==> config.mk <==
export PLATFORM = sky130hd
export DESIGN_NAME = dcpu_dbg_ctrl
export DESIGN_NICKNAME = d
export VERILOG_FILES = /design/src/rtl/dcpu_dbg_pkg.sv /design/src/rtl/dcpu_dbg_ctrl_btn_debounce.sv /design/src/rtl/dcpu_dbg_ctrl.sv
export SDC_FILE = /design/constraint.sdc
export NUM_CORES = 1
export LEC_CHECK = 0
export ABC_AREA = 1
export BUFFER_PORTS_ARGS = -buffer_cell sky130_fd_sc_hd__buf_4
export CORE_MARGIN = 2
export CORE_UTILIZATION = 45
export CTS_BUF_LIST = sky130_fd_sc_hd__clkbuf_8
export DETAILED_ROUTE_END_ITERATION = 10
export MAX_ROUTING_LAYER = met4
export PLACE_DENSITY = 0.8
export SLEW_MARGIN = 10
export SYNTH_ARGS = -nofsm -noshare
export SYNTH_HDL_FRONTEND = slang
export SYNTH_SLANG_ARGS = --single-unit
==> constraint.sdc <==
create_clock -name clk_in -period 3.1 [get_ports clk_in]
set_clock_uncertainty 0.2 [all_clocks]
set_input_delay 0.31 -clock clk_in [delete_from_list [all_inputs] [get_ports clk_in]]
set_output_delay 0.31 -clock clk_in [all_outputs]
set_load 0.02 [all_outputs]
==> src/rtl/dcpu_dbg_pkg.sv <==
`default_nettype none
// ============================================================================
//  Module   : dcpu_dbg_pkg
//  Purpose  : Shared types and constants for the DCPU run-control block.
//             - dbg_state_e : run-control FSM state encoding
//             - CYC_W       : width of the completed-CPU-cycle counter
//  Revision : 1.0 - initial release
// ============================================================================
package dcpu_dbg_pkg;

  localparam int CYC_W = 32;

  typedef enum logic [1:0] {
    ST_HALT  = 2'd0,
    ST_RUN   = 2'd1,
    ST_STEP  = 2'd2,
    ST_BREAK = 2'd3
  } dbg_state_e;

endpackage : dcpu_dbg_pkg
`default_nettype wire

==> src/rtl/dcpu_dbg_ctrl_btn_debounce.sv <==
`default_nettype none
// ============================================================================
//  Module   : btn_debounce
//  Purpose  : Two-flop synchroniser, stability filter and rising-edge pulse
//             for a raw mechanical push button.
//  Ports    : clk_in  - board clock
//             reset   - asynchronous, active-high
//             btn_raw - raw, asynchronous button level
//             btn_pls - one-cycle pulse per accepted 0->1 transition
//  Revision : 1.0 - initial release
// ============================================================================
module btn_debounce #(
  parameter int DB_LOG2 = 20
) (
  input  logic clk_in,
  input  logic reset,
  input  logic btn_raw,
  output logic btn_pls
);

  logic [1:0]         sync_q,   sync_d;
  logic               stable_q, stable_d;
  logic [DB_LOG2-1:0] db_cnt_q, db_cnt_d;
  logic               pls_q,    pls_d;

  // The stability counter only runs while the synchronised level differs from
  // the accepted level. Any return to the accepted level (a bounce) clears it,
  // so a new level is accepted only after 2^DB_LOG2 consecutive cycles.
  always_comb begin
    sync_d   = {sync_q[0], btn_raw};
    stable_d = stable_q;
    db_cnt_d = '0;
    pls_d    = 1'b0;
    if (sync_q[1] != stable_q) begin
      if (&db_cnt_q) begin
        stable_d = sync_q[1];
        pls_d    = sync_q[1];
      end else begin
        db_cnt_d = db_cnt_q + 1'b1;
      end
    end
  end

  always_ff @(posedge clk_in or posedge reset) begin
    if (reset) begin
      sync_q   <= '0;
      stable_q <= 1'b0;
      db_cnt_q <= '0;
      pls_q    <= 1'b0;
    end else begin
      sync_q   <= sync_d;
      stable_q <= stable_d;
      db_cnt_q <= db_cnt_d;
      pls_q    <= pls_d;
    end
  end

  assign btn_pls = pls_q;

endmodule : btn_debounce
`default_nettype wire

==> src/rtl/dcpu_dbg_ctrl.sv <==
`default_nettype none
// ============================================================================
//  Module   : dcpu_dbg_ctrl
//  Purpose  : Board-level run control and display selection for the DCPU.
//             Generates the divided CPU clock with free-run / halt /
//             single-step / PC-breakpoint modes, counts completed CPU cycles
//             and registers one debug channel for the 7-segment driver.
//  Ports    : clk_in, reset        - board clock, async active-high reset
//             run_sw, step_btn     - raw run switch and step button
//             bp_en, bp_addr, pc   - breakpoint enable/address, CPU PC
//             ch_data, ch_sel      - packed debug channels and selector
//             clk_cpu              - divided CPU clock
//             halted, bp_hit       - run-control status
//             cyc_cnt              - completed CPU cycles (mod 2^32)
//             disp_data            - registered selected channel
//  Revision : 1.0 - initial release
// ============================================================================
module dcpu_dbg_ctrl
  import dcpu_dbg_pkg::*;
#(
  parameter int DIV_LOG2 = 14,
  parameter int DB_LOG2  = 20,
  parameter int NUM_CH   = 4,
  parameter int DATA_W   = 32
) (
  input  logic                       clk_in,
  input  logic                       reset,
  input  logic                       run_sw,
  input  logic                       step_btn,
  input  logic                       bp_en,
  input  logic [DATA_W-1:0]          bp_addr,
  input  logic [DATA_W-1:0]          pc,
  input  logic [NUM_CH*DATA_W-1:0]   ch_data,
  input  logic [$clog2(NUM_CH)-1:0]  ch_sel,
  output logic                       clk_cpu,
  output logic                       halted,
  output logic                       bp_hit,
  output logic [CYC_W-1:0]           cyc_cnt,
  output logic [DATA_W-1:0]          disp_data
);

  localparam int SEL_W = $clog2(NUM_CH);

  // --------------------------------------------------------------------------
  // Input conditioning
  // --------------------------------------------------------------------------
  logic [1:0] run_sync_q, run_sync_d;
  logic       run_prev_q, run_prev_d;
  logic       run_rise;
  logic       step_pls;

  assign run_sync_d = {run_sync_q[0], run_sw};
  assign run_prev_d = run_sync_q[1];
  assign run_rise   = run_sync_q[1] & ~run_prev_q;

  btn_debounce #(
    .DB_LOG2 (DB_LOG2)
  ) u_step_db (
    .clk_in  (clk_in),
    .reset   (reset),
    .btn_raw (step_btn),
    .btn_pls (step_pls)
  );

  // --------------------------------------------------------------------------
  // Divider and run-control FSM
  // --------------------------------------------------------------------------
  dbg_state_e          state_q, state_d;
  logic [DIV_LOG2:0]   cnt_q,   cnt_d;
  logic [CYC_W-1:0]    cyc_q,   cyc_d;
  logic                counting;
  logic                wrap;
  logic                bp_match;

  assign counting = (state_q == ST_RUN) || (state_q == ST_STEP);
  // A wrap is the last clk_in cycle of a CPU period; every state change out of
  // RUN/STEP is gated on it so clk_cpu never gets a truncated phase, and cnt
  // is always back at zero whenever the FSM is in HALT or BREAK.
  assign wrap     = counting && (&cnt_q);
  // pc is sampled in the wrap cycle, half a CPU period after its last change.
  assign bp_match = bp_en && (pc == bp_addr);

  always_comb begin
    state_d = state_q;
    case (state_q)
      ST_HALT, ST_BREAK: begin
        if (run_rise) begin
          state_d = ST_RUN;
        end else if (step_pls) begin
          state_d = ST_STEP;
        end
      end
      ST_RUN: begin
        if (wrap) begin
          if (bp_match) begin
            state_d = ST_BREAK;
          end else if (!run_sync_q[1]) begin
            state_d = ST_HALT;
          end
        end
      end
      ST_STEP: begin
        if (wrap) begin
          state_d = ST_HALT;
        end
      end
      default: state_d = ST_HALT;
    endcase
  end

  always_comb begin
    cnt_d = cnt_q;
    cyc_d = cyc_q;
    if (counting) begin
      cnt_d = cnt_q + 1'b1;
    end
    if (wrap) begin
      cyc_d = cyc_q + 1'b1;
    end
  end

  // --------------------------------------------------------------------------
  // Display channel select; out-of-range selects read as zero
  // --------------------------------------------------------------------------
  logic [DATA_W-1:0] disp_q, disp_d;

  always_comb begin
    disp_d = '0;
    for (int k = 0; k < NUM_CH; k++) begin
      if (ch_sel == SEL_W'(k)) begin
        disp_d = ch_data[k*DATA_W +: DATA_W];
      end
    end
  end

  // --------------------------------------------------------------------------
  // Registers
  // --------------------------------------------------------------------------
  always_ff @(posedge clk_in or posedge reset) begin
    if (reset) begin
      run_sync_q <= '0;
      run_prev_q <= 1'b0;
      state_q    <= ST_HALT;
      cnt_q      <= '0;
      cyc_q      <= '0;
      disp_q     <= '0;
    end else begin
      run_sync_q <= run_sync_d;
      run_prev_q <= run_prev_d;
      state_q    <= state_d;
      cnt_q      <= cnt_d;
      cyc_q      <= cyc_d;
      disp_q     <= disp_d;
    end
  end

  // Straight from flops: reset clears cnt_q asynchronously, so clk_cpu drops
  // immediately, and the status bits have no path from the inputs.
  assign clk_cpu   = cnt_q[DIV_LOG2];
  assign halted    = (state_q == ST_HALT) || (state_q == ST_BREAK);
  assign bp_hit    = (state_q == ST_BREAK);
  assign cyc_cnt   = cyc_q;
  assign disp_data = disp_q;

endmodule : dcpu_dbg_ctrl
`default_nettype wire

---- After elaboration in Yosys (flattened, before gate mapping) ----
Index checks and enable logic that the tools add are counted.
W data, S select, Z words.
operators by class
  muxes and demuxes ....................... 15
  bitwise gates (word level) .............. 2
  add/subtract/negate cells ............... 3
  equality and inequality tests ........... 12
  reductions and logical operators ........ 11
operators by type and width
  operator                 number
  $mux W32                 4
  $mux W20                 2
  $add A32 B1 Y32 const B  1
  $eq A32 B32 Y1           1
  $reduce_and A21 Y1       1
  $add A20 B1 Y20 const B  1
  $reduce_and A20 Y1       1
  $add A15 B1 Y15 const B  1
  $reduce_and A15 Y1       1
  $mux W2                  6
  $eq A2 B2 Y1 const B     4
  $pmux W2 S3              1
  $eq A2 B1 Y1 const B     2
  $logic_not A2 Y1         2
  $ne A2 B2 Y1 const B     2
  $reduce_and A4 Y1        1
  $ne A3 B2 Y1 const B     1
  $ne A3 B3 Y1 const B     1
  $logic_and A1 B1 Y1      2
  $logic_or A1 B1 Y1       2
  $mux W1                  2
  $reduce_or A2 Y1         1
  $and A1 B1 Y1            1
  $ne A1 B1 Y1             1
  $not A1 Y1               1
storage, ports and cells
  input bits .............................. 199
  output and inout bits ................... 67
  register bits after elaboration ......... 108
  word-level logic and storage cells ...... 53

---- Logic depth before layout (Yosys ltp) ----
Gate-level depths: netlist of run 1.
  depth in word-level cells ............... 5
  gate-level depth with buffers ........... 13

---- Modules after synthesis ----
Synthesis of run 1 repeated with hierarchy kept, for this count alone.
second synthesis, totals
  cells, all modules ...................... 807
  area, all modules ....................... 6222.2 um^2
by module, submodules not included
  module         instances  cells each  area an instance (um^2)  sequential area each (um^2)
  dcpu_dbg_ctrl  1          634         4904.7                   2102.0
  btn_debounce   1          173         1317.5                   600.6

---- Worst setup path before layout of run 1 ----
No wires, ideal clock.
  kind .................................... register -> register
  start point ............................. reg state_q[0]
  end point ............................... reg cyc_q[29] (netlist: cyc_cnt[29])
  path buffers ............................ 0
  setup slack ............................. 0.879 ns
  arrival ................................. 1.904 ns
  library setup time ...................... 0.117 ns
  clock period less this slack ............ 2.221 ns
  data required time ...................... 2.783 ns
  cell stages (with the launch flop) ...... 13
  cell sequence ........................... dfrtp_1 -> inv_1 -> ha_1 -> inv_2 -> nand4_2 -> nor2_4 -> nand2_4 -> nor2_4 -> nand3b_4 -> nor2_4 -> nand2_1 -> nand2_1 -> nand2_1
between the ends
  cells in the longest elaborated chain, start to end .. 3
RTL lines
  element                                              line                  text
  start, declared                                      dcpu_dbg_ctrl.sv:68   dbg_state_e state_q, state_d;
  start signal, assigned                               dcpu_dbg_ctrl.sv:150  state_q <= state_d;
  $eq A2 B1 Y1 / $eq A2 B2 Y1 (equally long branches)  dcpu_dbg_ctrl.sv:75   assign counting = (state_q == ST_RUN) || (state_q == ST_STEP);
  $logic_or A1 B1 Y1 (*)                               dcpu_dbg_ctrl.sv:75
  $logic_and A1 B1 Y1 (*)                              dcpu_dbg_ctrl.sv:79   assign wrap = counting && (&cnt_q);
  end signal, assigned                                 dcpu_dbg_ctrl.sv:152  cyc_q <= cyc_d;
  end, declared                                        dcpu_dbg_ctrl.sv:70   logic [CYC_W-1:0] cyc_q, cyc_d;
Mark *: on every way between the ends. The rest lies on a longest branch, timed or not.
A chain may end at the register's enable or synchronous reset.

---- Final worst setup path of run 1 ----
  start point ............................. in ch_sel[0]
  end point ............................... reg disp_q[27] (netlist: disp_data[27])
between the ends
  cells in the longest elaborated chain, start to end .. 5
RTL lines
  element                line                  text
  start, declared        dcpu_dbg_ctrl.sv:34   input logic [$clog2(NUM_CH)-1:0] ch_sel,
  $logic_not A2 Y1       dcpu_dbg_ctrl.sv:130  if (ch_sel == SEL_W'(k)) begin
  $mux W32 (3 in a row)  dcpu_dbg_ctrl.sv:130
  $mux W32 (*)           dcpu_dbg_ctrl.sv:130
  via disp_d[27]         dcpu_dbg_ctrl.sv:125  logic [DATA_W-1:0] disp_q, disp_d;
  end signal, assigned   dcpu_dbg_ctrl.sv:153  disp_q <= disp_d;
  end, declared          dcpu_dbg_ctrl.sv:125
The timed path passes the listed nets; every way through them passes the cells marked *.

==> impl_metrics.yaml, run 1 <==
floorplanning:
  ios: 266
  core_um2: 13100
  start_util_pct: 45.8
  die_w_um: 120
  die_height_um: 120
  rows: 42
  dieArea_um2: 14300
pwr:
  power_frac_comb_pct: 27.3
  pwr-share-clk_pct: 24.9
  p_int_mw: 2.30
  sw_frac_of_total_pct: 29.8
  p_total_mw: 3.28
  p_leak_nw: 4.76
  p_seq_share_pct: 47.8
  p_switching_mw: 0.979
  power_density_nw_per_um2: 361
  vdd_drop_max_mv: 0.258
timing:
  fin_crit_ns: 2.61
  final-max-slew-violation-count: 0
  maxSlewHeadroom_pct: 46.6
  worst_pin_slew_ns: 0.800
  fin_setup_tns_ns: 0
  finalSetupViolations: 0
  max_freq_ghz: 0.384
  rsz0062_at_grt: "false"
  hold_violations: 0
  period_share_pct: 84.1
worst_hold_path:
  hp-class: "flip-flop to flip-flop"
drt:
  vias_per_cell: 5.02
  antenna_left: 0
  routed_wl_mm: 19.0
  routedWlPerCell_um: 14.8
  drt_pass1_iterations: 5
  drc: 0
  vias: 6436
  drtIter0Drc: 403
setup_path:
  start_kind: "input pin"
  crit_top_cell: "buf_4"
  path_cells: "buf_4 > nand2_1 > buf_4 > inv_1 > buf_4 > a221oi_1 > a21oi_1 > dlygate4sd3_1"
  end_kind: "flip-flop"
  r2r_slack_ns: 0.69
  worstPathArrival_ns: 2.72
  crit_fanout: 35
  cp_top_family: "buffers and inverters"
  cp_data_required_time_ns: 3.22
  cp_num_buf_inv: 5
  cpPeakStageDelay_ns: 0.60
  crit_type: "input pin to flip-flop"
  slowest_stage: "inv_1"
synthesis:
  postSynthCellCount: 770
  async_flop_share_pct: 100
  ys_types: 37
  synth-seq-cells: 108
  synth_flop_cell: "dfrtp_1"
  syn_area_um2: 6010
  ys_seq_area_share_pct: 45.0
  synth_nets: 975
  ys.warnings.count: 0
  syn_area_per_cell_um2: 7.81
  synth_edf_count: 0
finish:
  post_layout_nonfiller_instances: 1283
  final_nets: 1307
  fin_area_um2: 9090
  fillers: 1017
  layout-drive-gt1-share_pct: 28.5
  mostFrequentLayoutCell: "buf_4"
  final_cell_mix: "buf_4, nand2_1, dfrtp_1"
  final_core_util_pct: 69.2
  syn_to_final_growth_pct: 51.2
placed_design:
  gp_congestion: 0.901
  portBuffers: 265
  placed_area_um2: 8230
  dp.cells: 1200
  place_hpwl_mm: 13.5
grt:
  grt_antenna_before_repair: 1
  grt_max_degree: 85
  grt_pass1_wl_mm: 30.8
  grtUsageTotal_pct: 27.8
  grt-ovfl-total: 0
  first_global_vias: 6543
cts:
  htreeDepth: 3
  cts_tree: "yes"
  clockBufferDepth: 2
  postCtsSetupBuffers: 0
  cts_made_buffers: 9
  clkSinkCount: 108
  clkSlewWorstSetupHoldPaths_ns: 0.10
  cts_root_buf: "clkbuf_8"
  clkLatencyLatePin_ns: 0.38
outcome:
  status: "complete, no violations"
job:
  maxCapViolations: 0
-- sequential cells by signal, indices dropped and copies added, names as in the netlist --
register	cells
cyc_cnt	32
disp_data	32
u_step_db.db_cnt_q	20
cnt_q	15
run_sync_q	2
state_q	2
u_step_db.sync_q	2
run_prev_q	1
u_step_db.btn_pls	1
u_step_db.stable_q	1
-- per-layer routing --
metal  GRT usage, %  wire, µm  vias to the layer above  share of wire, %
li1               -         -                     3108                 -
met1           28.8      6660                     2941                35
met2           48.5      9910                      303                52
met3           7.18      1340                       84               7.0
met4           14.7      1140                        0               6.0
met5              -         0                        -                 0
-- kinds of logic (layout without fill, tap and decap cells) --
group,after synthesis,after routing,share of synthesized area [%]
xor gates and xnor gates,63,63,9.18
adders and majority gates,6,6,1.25
other,0,1,0
buffers and inverters,113,449,7.18
DFF,108,108,45.0
and+or+nand+nor,434,434,32.7
AOI/OAI and AO/OA,46,46,4.79
-- path summary, 6_finish.rpt --
check | from | endpoint | cells past startpoint
setup / recovery | ch_sel[0] | disp_data[27] | 8
hold / removal | run_sync_q[0] | run_sync_q[1] | 0
setup reg to reg | state_q[0] | cyc_cnt[29] | 12
hold reg to reg | run_sync_q[0] | run_sync_q[1] | 0
max in group asynchronous | reset | u_step_db.db_cnt_q[2] | 4
min in group asynchronous | reset | cyc_cnt[29] | 3
-- synthesized netlist by cell type (2+ instances only) --
cell type / n / share of area [%]
a21oi_1: 18 / 1.5
nor2_2: 3 / 0.31
nand3_1: 41 / 3.4
nand2_1: 228 / 14
nor3_2: 3 / 0.50
nor2_1: 91 / 5.7
xor2_1: 35 / 5.1
buf_2: 3 / 0.25
or2_2: 2 / 0.21
nand2_2: 2 / 0.21
nand3b_1: 3 / 0.37
nand4_4: 2 / 0.71
xnor2_1: 28 / 4.1
nand4_1: 31 / 3.2
nor3_1: 13 / 1.1
o21ai_0: 11 / 0.92
a31oi_1: 2 / 0.21
clkbuf_1: 13 / 0.81
ha_1: 6 / 1.2
nor2_4: 5 / 0.94
dfrtp_1: 108 / 45
inv_1: 92 / 5.7
a221oi_1: 14 / 2.0
inv_2: 3 / 0.19
-- power by group through the flow --
stage	Combinational, mW	Sequential (mW)	Clock, mW
after floorplan	0.348	1.64	0
after global placement	0.772	1.59	0
after detailed placement	0.782	1.60	0
after CTS	0.881	1.57	0.833
after global routing	0.983	1.58	0.895
final	0.896	1.57	0.816
-- what timing repair did --
item / 4_1_cts / 5_1_grt
hold endpoints to repair: 58 / 0
gates resized for setup: 0 / 0
hold buffers: 67 / 0
-- metrics by stage --
step           worst slack [ns]  hold slack, ns
2_1_floorplan             0.879           0.131
4_1_cts                   0.670           0.144
3_3_place_gp              0.785           0.133
3_5_place_dp              0.686           0.136
5_1_grt                   0.464           0.157
6_report                  0.494           0.138
-- cell type report --
class | count | area (µm²) | share of cell area, %
Inverter | 96 | 364 | 4.01
Multi-Input combinational cell | 549 | 2880 | 31.7
Antenna cell | 1 | 2.50 | 0.0275
Sequential cell | 108 | 2700 | 29.7
Clock buffer | 11 | 151 | 1.67
Tap cell | 176 | 220 | 2.42
Clock inverter | 4 | 33.8 | 0.372
Timing Repair Buffer | 338 | 2730 | 30.0
Power figures use the tool's default switching activity.
==> run 2: changes to the inputs <==
- PLACE_DENSITY: 0.8 -> 0.77
- clock period: 3.1 -> 2.4 ns (I/O delays scaled with it)
==> run 2 against run 1 <==
Cell area grew 1.1%. Clock power grew 40%. Core utilization grew 0.73 points. Via count shrank 0.47%. Critical path depth grew 4. Sequential power grew 29%. Critical endpoint is now cyc_cnt[29]. Largest cell class unchanged. Largest power group unchanged.
==> impl_metrics.yaml, run 2 (same netlist as run 1, synthesis figures left out) <==
outcome:
  status: "complete, no violations"
setup_path:
  cp_data_required_time_ns: 2.49
  r2r-start: "state_q[0]"
  cp_num_buf_inv: 2
  crit_type: "flip-flop to flip-flop"
  slowest_stage: "dfrtp_1"
  r2r_slack_ns: 0.22
  cpPeakStageDelay_ns: 0.39
  worstPathArrival_ns: 2.27
  crit_fanout: 6
  cp_top_family: "simple AND/OR/NAND/NOR gates"
  r2r_end: "cyc_cnt[29]"
  r2r_cells: 12
  start_kind: "flip-flop"
  path_cells: "inv_1 > ha_1 > inv_2 > nand4_2 > nor2_4 > nand2_4 > nor2_4 > nand3b_4 > nor2_4 > nand2_1 > nand2_1 > nand2_1"
  end_kind: "flip-flop"
pwr:
  p_leak_nw: 4.83
  p_total_mw: 4.36
  power_density_nw_per_um2: 475
  vdd_drop_max_mv: 0.299
worst_hold_path:
  hold_end: "u_step_db.sync_q[1]"
  worstHoldStart: "u_step_db.sync_q[0]"
  hold_path_depth: 0
  hp-class: "flip-flop to flip-flop"
cts:
  clkSinkCount: 108
  cts_root_buf: "clkbuf_8"
  cts_made_buffers: 9
  htreeDepth: 3
  cts_tree: "yes"
  clkSlewWorstSetupHoldPaths_ns: 0.11
  clkLatencyLatePin_ns: 0.39
  clockBufferDepth: 2
drt:
  vias: 6406
  routed_wl_mm: 18.4
  drtIter0Drc: 419
  antenna_left: 0
  drc: 0
  routedWlPerCell_um: 14.3
  drt_pass1_iterations: 4
  vias_per_cell: 4.95
timing:
  max_freq_ghz: 0.458
  maxSlewHeadroom_pct: 60.1
  period_share_pct: 90.9
  fin_crit_ns: 2.18
  final-max-slew-violation-count: 0
  worst_slack_ns: 0.219
  hold_violations: 0
  rsz0062_at_grt: "false"
  fin_setup_tns_ns: 0
  finalSetupViolations: 0
  worst_pin_slew_ns: 0.599
grt:
  grt_max_degree: 37
  first_global_vias: 6376
  grt_pass1_wl_mm: 29.4
  grtUsageTotal_pct: 26.6
  grt_antenna_before_repair: 1
  grt-ovfl-total: 0
floorplanning:
  rows: 42
  die_w_um: 120
  start_util_pct: 45.8
  core_um2: 13100
  dieArea_um2: 14300
  ios: 266
  die_height_um: 120
placed_design:
  place_hpwl_mm: 13.5
  dp_worst_setup_slack_ns: 0.197
  gp_congestion: 0.860
  portBuffers: 265
finish:
  final_nets: 1316
  layout-drive-gt1-share_pct: 29.0
  mostFrequentLayoutCell: "buf_4"
  final_cell_mix: "buf_4, nand2_1, dfrtp_1"
  fillers: 1047
  syn_to_final_growth_pct: 52.8
job:
  maxCapViolations: 0
==> run 2: changes by cell type in the layout (fill, tap and decap cells not counted), sizes merged <==
cell      before  now
bufinv         0    1
inv           95   96
buf          271  280
clkinv         1    5
clkbuf        11    9
clkinvlp       4    1
==> run 2: area by class of cell <==
type                    instances  area (µm²)  share of cell area [%]
clock buffers                   9         124                    1.35
diodes                          1        2.50                  0.0272
clock inverters                 7        77.6                   0.845
inverters                      96         364                    3.96
repair buffers                347        2810                    30.6
flip-flops and latches        108        2700                    29.4
well taps                     176         220                    2.40
multi-input cells             549        2880                    31.4
==> run 2: per-stage QoR <==
step | utilization [%] | instance area [µm²] | instances | hold WS (ns)
finish | 69.9 | 9180 | 1293 | 0.160
global route | 69.9 | 9180 | 1293 | 0.175
CTS | 69.8 | 9170 | 1291 | 0.163
detailed placement | 63.2 | 8300 | 1208 | 0.122
global placement | 63.2 | 8300 | 1208 | 0.123
floorplan | - | 6020 | 770 | 0.0714
==> run 2: how the worst max path moves through the flow <==
stage / startpoint / end / slack (ns) / cells after the start
after floorplan: state_q[0] / cyc_cnt[29] / 0.18 / 12
after global placement: state_q[0] / cyc_cnt[29] / 0.27 / 12
after detailed placement: state_q[0] / cyc_cnt[22] / 0.20 / 12
after CTS: state_q[0] / cyc_cnt[29] / 0.16 / 12
after global routing: state_q[0] / cyc_cnt[29] / 0.04 / 12
final: state_q[0] / cyc_cnt[29] / 0.22 / 12
==> run 2: layer usage <==
layer  vias up  track usage [%]  part of all wire, %
li1       3120                -                    -
met1      2944             28.2                   36
met2       276             45.8                   51
met3        66             6.46                  6.6
met5         -                -                    0
met4         0             14.2                  5.6
==> run 2: power by group <==
part / internal (mW) / switching [mW]
logic: 0.621 / 0.573
registers: 1.94 / 0.0825
clock network: 0.490 / 0.655
==> run 2: timing repair <==
action | CTS | global route
setup endpoints to repair | 0 | 3
hold endpoints to repair | 54 | 0
setup buffers | 0 | 1
hold buffers | 67 | 0
resized for setup | 0 | 0
==> run 3: changes to the inputs <==
==> constraint.sdc (replaced) <==
create_clock -name clk_in -period 2.4 [get_ports clk_in]
set_clock_uncertainty 0.2 [all_clocks]
set_input_delay 0.12 -clock clk_in [delete_from_list [all_inputs] [get_ports clk_in]]
set_output_delay 0.12 -clock clk_in [all_outputs]
set_load 0.02 [all_outputs]
==> run 3 against run 2 <==
Core utilization is 0.28 points lower. Highest routed layer unchanged. Count of clock-buffer cells in the layout unchanged. Critical path depth down 3.
==> impl_metrics.yaml, run 3 (same netlist as run 1, synthesis figures left out) <==
cts:
  postCtsSetupBuffers: 0
  cts_root_buf: "clkbuf_8"
  clkLatencyLatePin_ns: 0.38
  clkSlewWorstSetupHoldPaths_ns: 0.11
  clkSinkCount: 108
  cts_tree: "yes"
  clockBufferDepth: 2
  cts_made_buffers: 9
  htreeDepth: 3
timing:
  maxSlewHeadroom_pct: 63.8
  worst_slack_ns: 0.179
  final-max-slew-violation-count: 0
  hold_violations: 0
  fin_setup_tns_ns: 0
  period_share_pct: 92.5
  worst_pin_slew_ns: 0.543
  rsz0062_at_grt: "false"
  hold_ws_ns: 0.0274
  fin_crit_ns: 2.22
  finalSetupViolations: 0
  max_freq_ghz: 0.450
grt:
  grt_pass1_wl_mm: 29.2
  grt_max_degree: 100
  grt-ovfl-total: 0
  grtUsageTotal_pct: 26.2
  first_global_vias: 6469
  grt_antenna_before_repair: 1
setup_path:
  end_kind: "flip-flop"
  cpPeakStageDelay_ns: 0.43
  r2r_end: "cyc_cnt[9]"
  crit_type: "flip-flop to flip-flop"
  r2r_cells: 9
  crit_fanout: 13
  r2r_slack_ns: 0.18
  r2r-start: "state_q[0]"
  worstPathArrival_ns: 2.33
  path_cells: "inv_1 > ha_1 > inv_2 > nand4_4 > nor2_4 > nand2_4 > buf_4 > nor3_1 > xor2_1"
  cp_top_family: "simple AND/OR/NAND/NOR gates"
  cp_data_required_time_ns: 2.51
  cp_num_buf_inv: 3
  slowest_stage: "dfrtp_1"
  start_kind: "flip-flop"
finish:
  post_layout_nonfiller_instances: 1288
  syn_to_final_growth_pct: 52.2
  final_cell_mix: "buf_4, nand2_1, dfrtp_1"
  mostFrequentLayoutCell: "buf_4"
  layout-drive-gt1-share_pct: 28.9
  fillers: 1050
  fin_area_um2: 9150
  final_nets: 1311
pwr:
  power_density_nw_per_um2: 476
  vdd_drop_max_mv: 0.334
  p_leak_nw: 4.79
drt:
  drc: 0
  drtIter0Drc: 350
  vias_per_cell: 4.90
  antenna_left: 0
  routedWlPerCell_um: 14.1
  routed_wl_mm: 18.2
  vias: 6315
  drt_pass1_iterations: 5
outcome:
  status: "complete, no violations"
floorplanning:
  die_w_um: 120
  ios: 266
  core_um2: 13100
  dieArea_um2: 14300
  die_height_um: 120
  rows: 42
  start_util_pct: 45.8
placed_design:
  gp_congestion: 0.852
  dp_worst_setup_slack_ns: 0.131
  placed_area_um2: 8260
  place_hpwl_mm: 13.2
  dp.cells: 1204
  portBuffers: 265
worst_hold_path:
  hp-class: "input pin to async pin"
job:
  maxCapViolations: 0
run 3: changes by cell type in the layout (fill, tap and decap cells not counted):
cell        delta
buf_12         -1
buf_4          -4
clkinv_4       -4
clkinvlp_4     +2
inv_6          +2
nand4_2        -1
nand4_4        +1
nor2_1         -1
nor2_2         +1
nor3_1         -1
nor3_2         +1
run 3: layer usage:
metal	up-vias	global-route usage (%)	share of wire, %
met1	2903	28.0	38
met3	57	6.08	5.7
met2	247	46.0	51
met5	-	-	0
met4	0	11.8	4.9
li1	3108	-	-
run 3: timing repair:
item | CTS | global route
setup endpoints to repair | 0 | 6
endpoints found under the hold margin | 142 | 0
hold buffers | 67 | 0
resized for setup | 0 | 3
run 3: worst max path at each step:
stage,startpoint,endpoint,slack [ns],depth (start not counted)
2_1_floorplan,state_q[0],cyc_cnt[29],0.18,12
3_3_place_gp,state_q[0],cyc_cnt[29],0.28,12
3_5_place_dp,state_q[0],cyc_cnt[12],0.13,9
4_1_cts,state_q[0],cyc_cnt[12],0.1,9
5_1_grt,state_q[0],cnt_q[13],0.03,11
6_report,state_q[0],cyc_cnt[9],0.18,9
run 3: layout make-up:
class	count	area (µm²)	share of cell area, %
flip-flops and latches	108	2700	29.5
clock buffers	9	124	1.35
well taps	176	220	2.41
multi-input cells	549	2900	31.7
diodes	1	2.50	0.0274
repair buffers	342	2760	30.2
clock inverters	7	75.1	0.821
inverters	96	364	3.98
run 3: where the power goes:
group / total (mW) / switching (mW) / internal, mW
Clock: 1.14 / 0.649 / 0.490
Combinational: 1.18 / 0.571 / 0.611
Sequential: 2.03 / 0.0876 / 1.94
Total: 4.35 / 1.31 / 3.04
run 3: worst register-to-register path, delay by kind of cell, from the launching register on:
kind                       cells  cell delay, ns
adders and majority gates      1            0.32
DFF                            1            0.43
xor gates and xnor gates       1            0.17
and+or+nand+nor                4            0.63
buffers and inverters          3            0.40
run 3: metrics by stage:
| stage | utilization (%) | power (mW) |
|---|---|---|
| after floorplan | - | 2.57 |
| after global placement | 62.9 | 3.08 |
| after detailed placement | 62.9 | 3.10 |
| after CTS | 69.5 | 4.36 |
| after global routing | 69.6 | 4.57 |
| final | 69.6 | 4.35 |
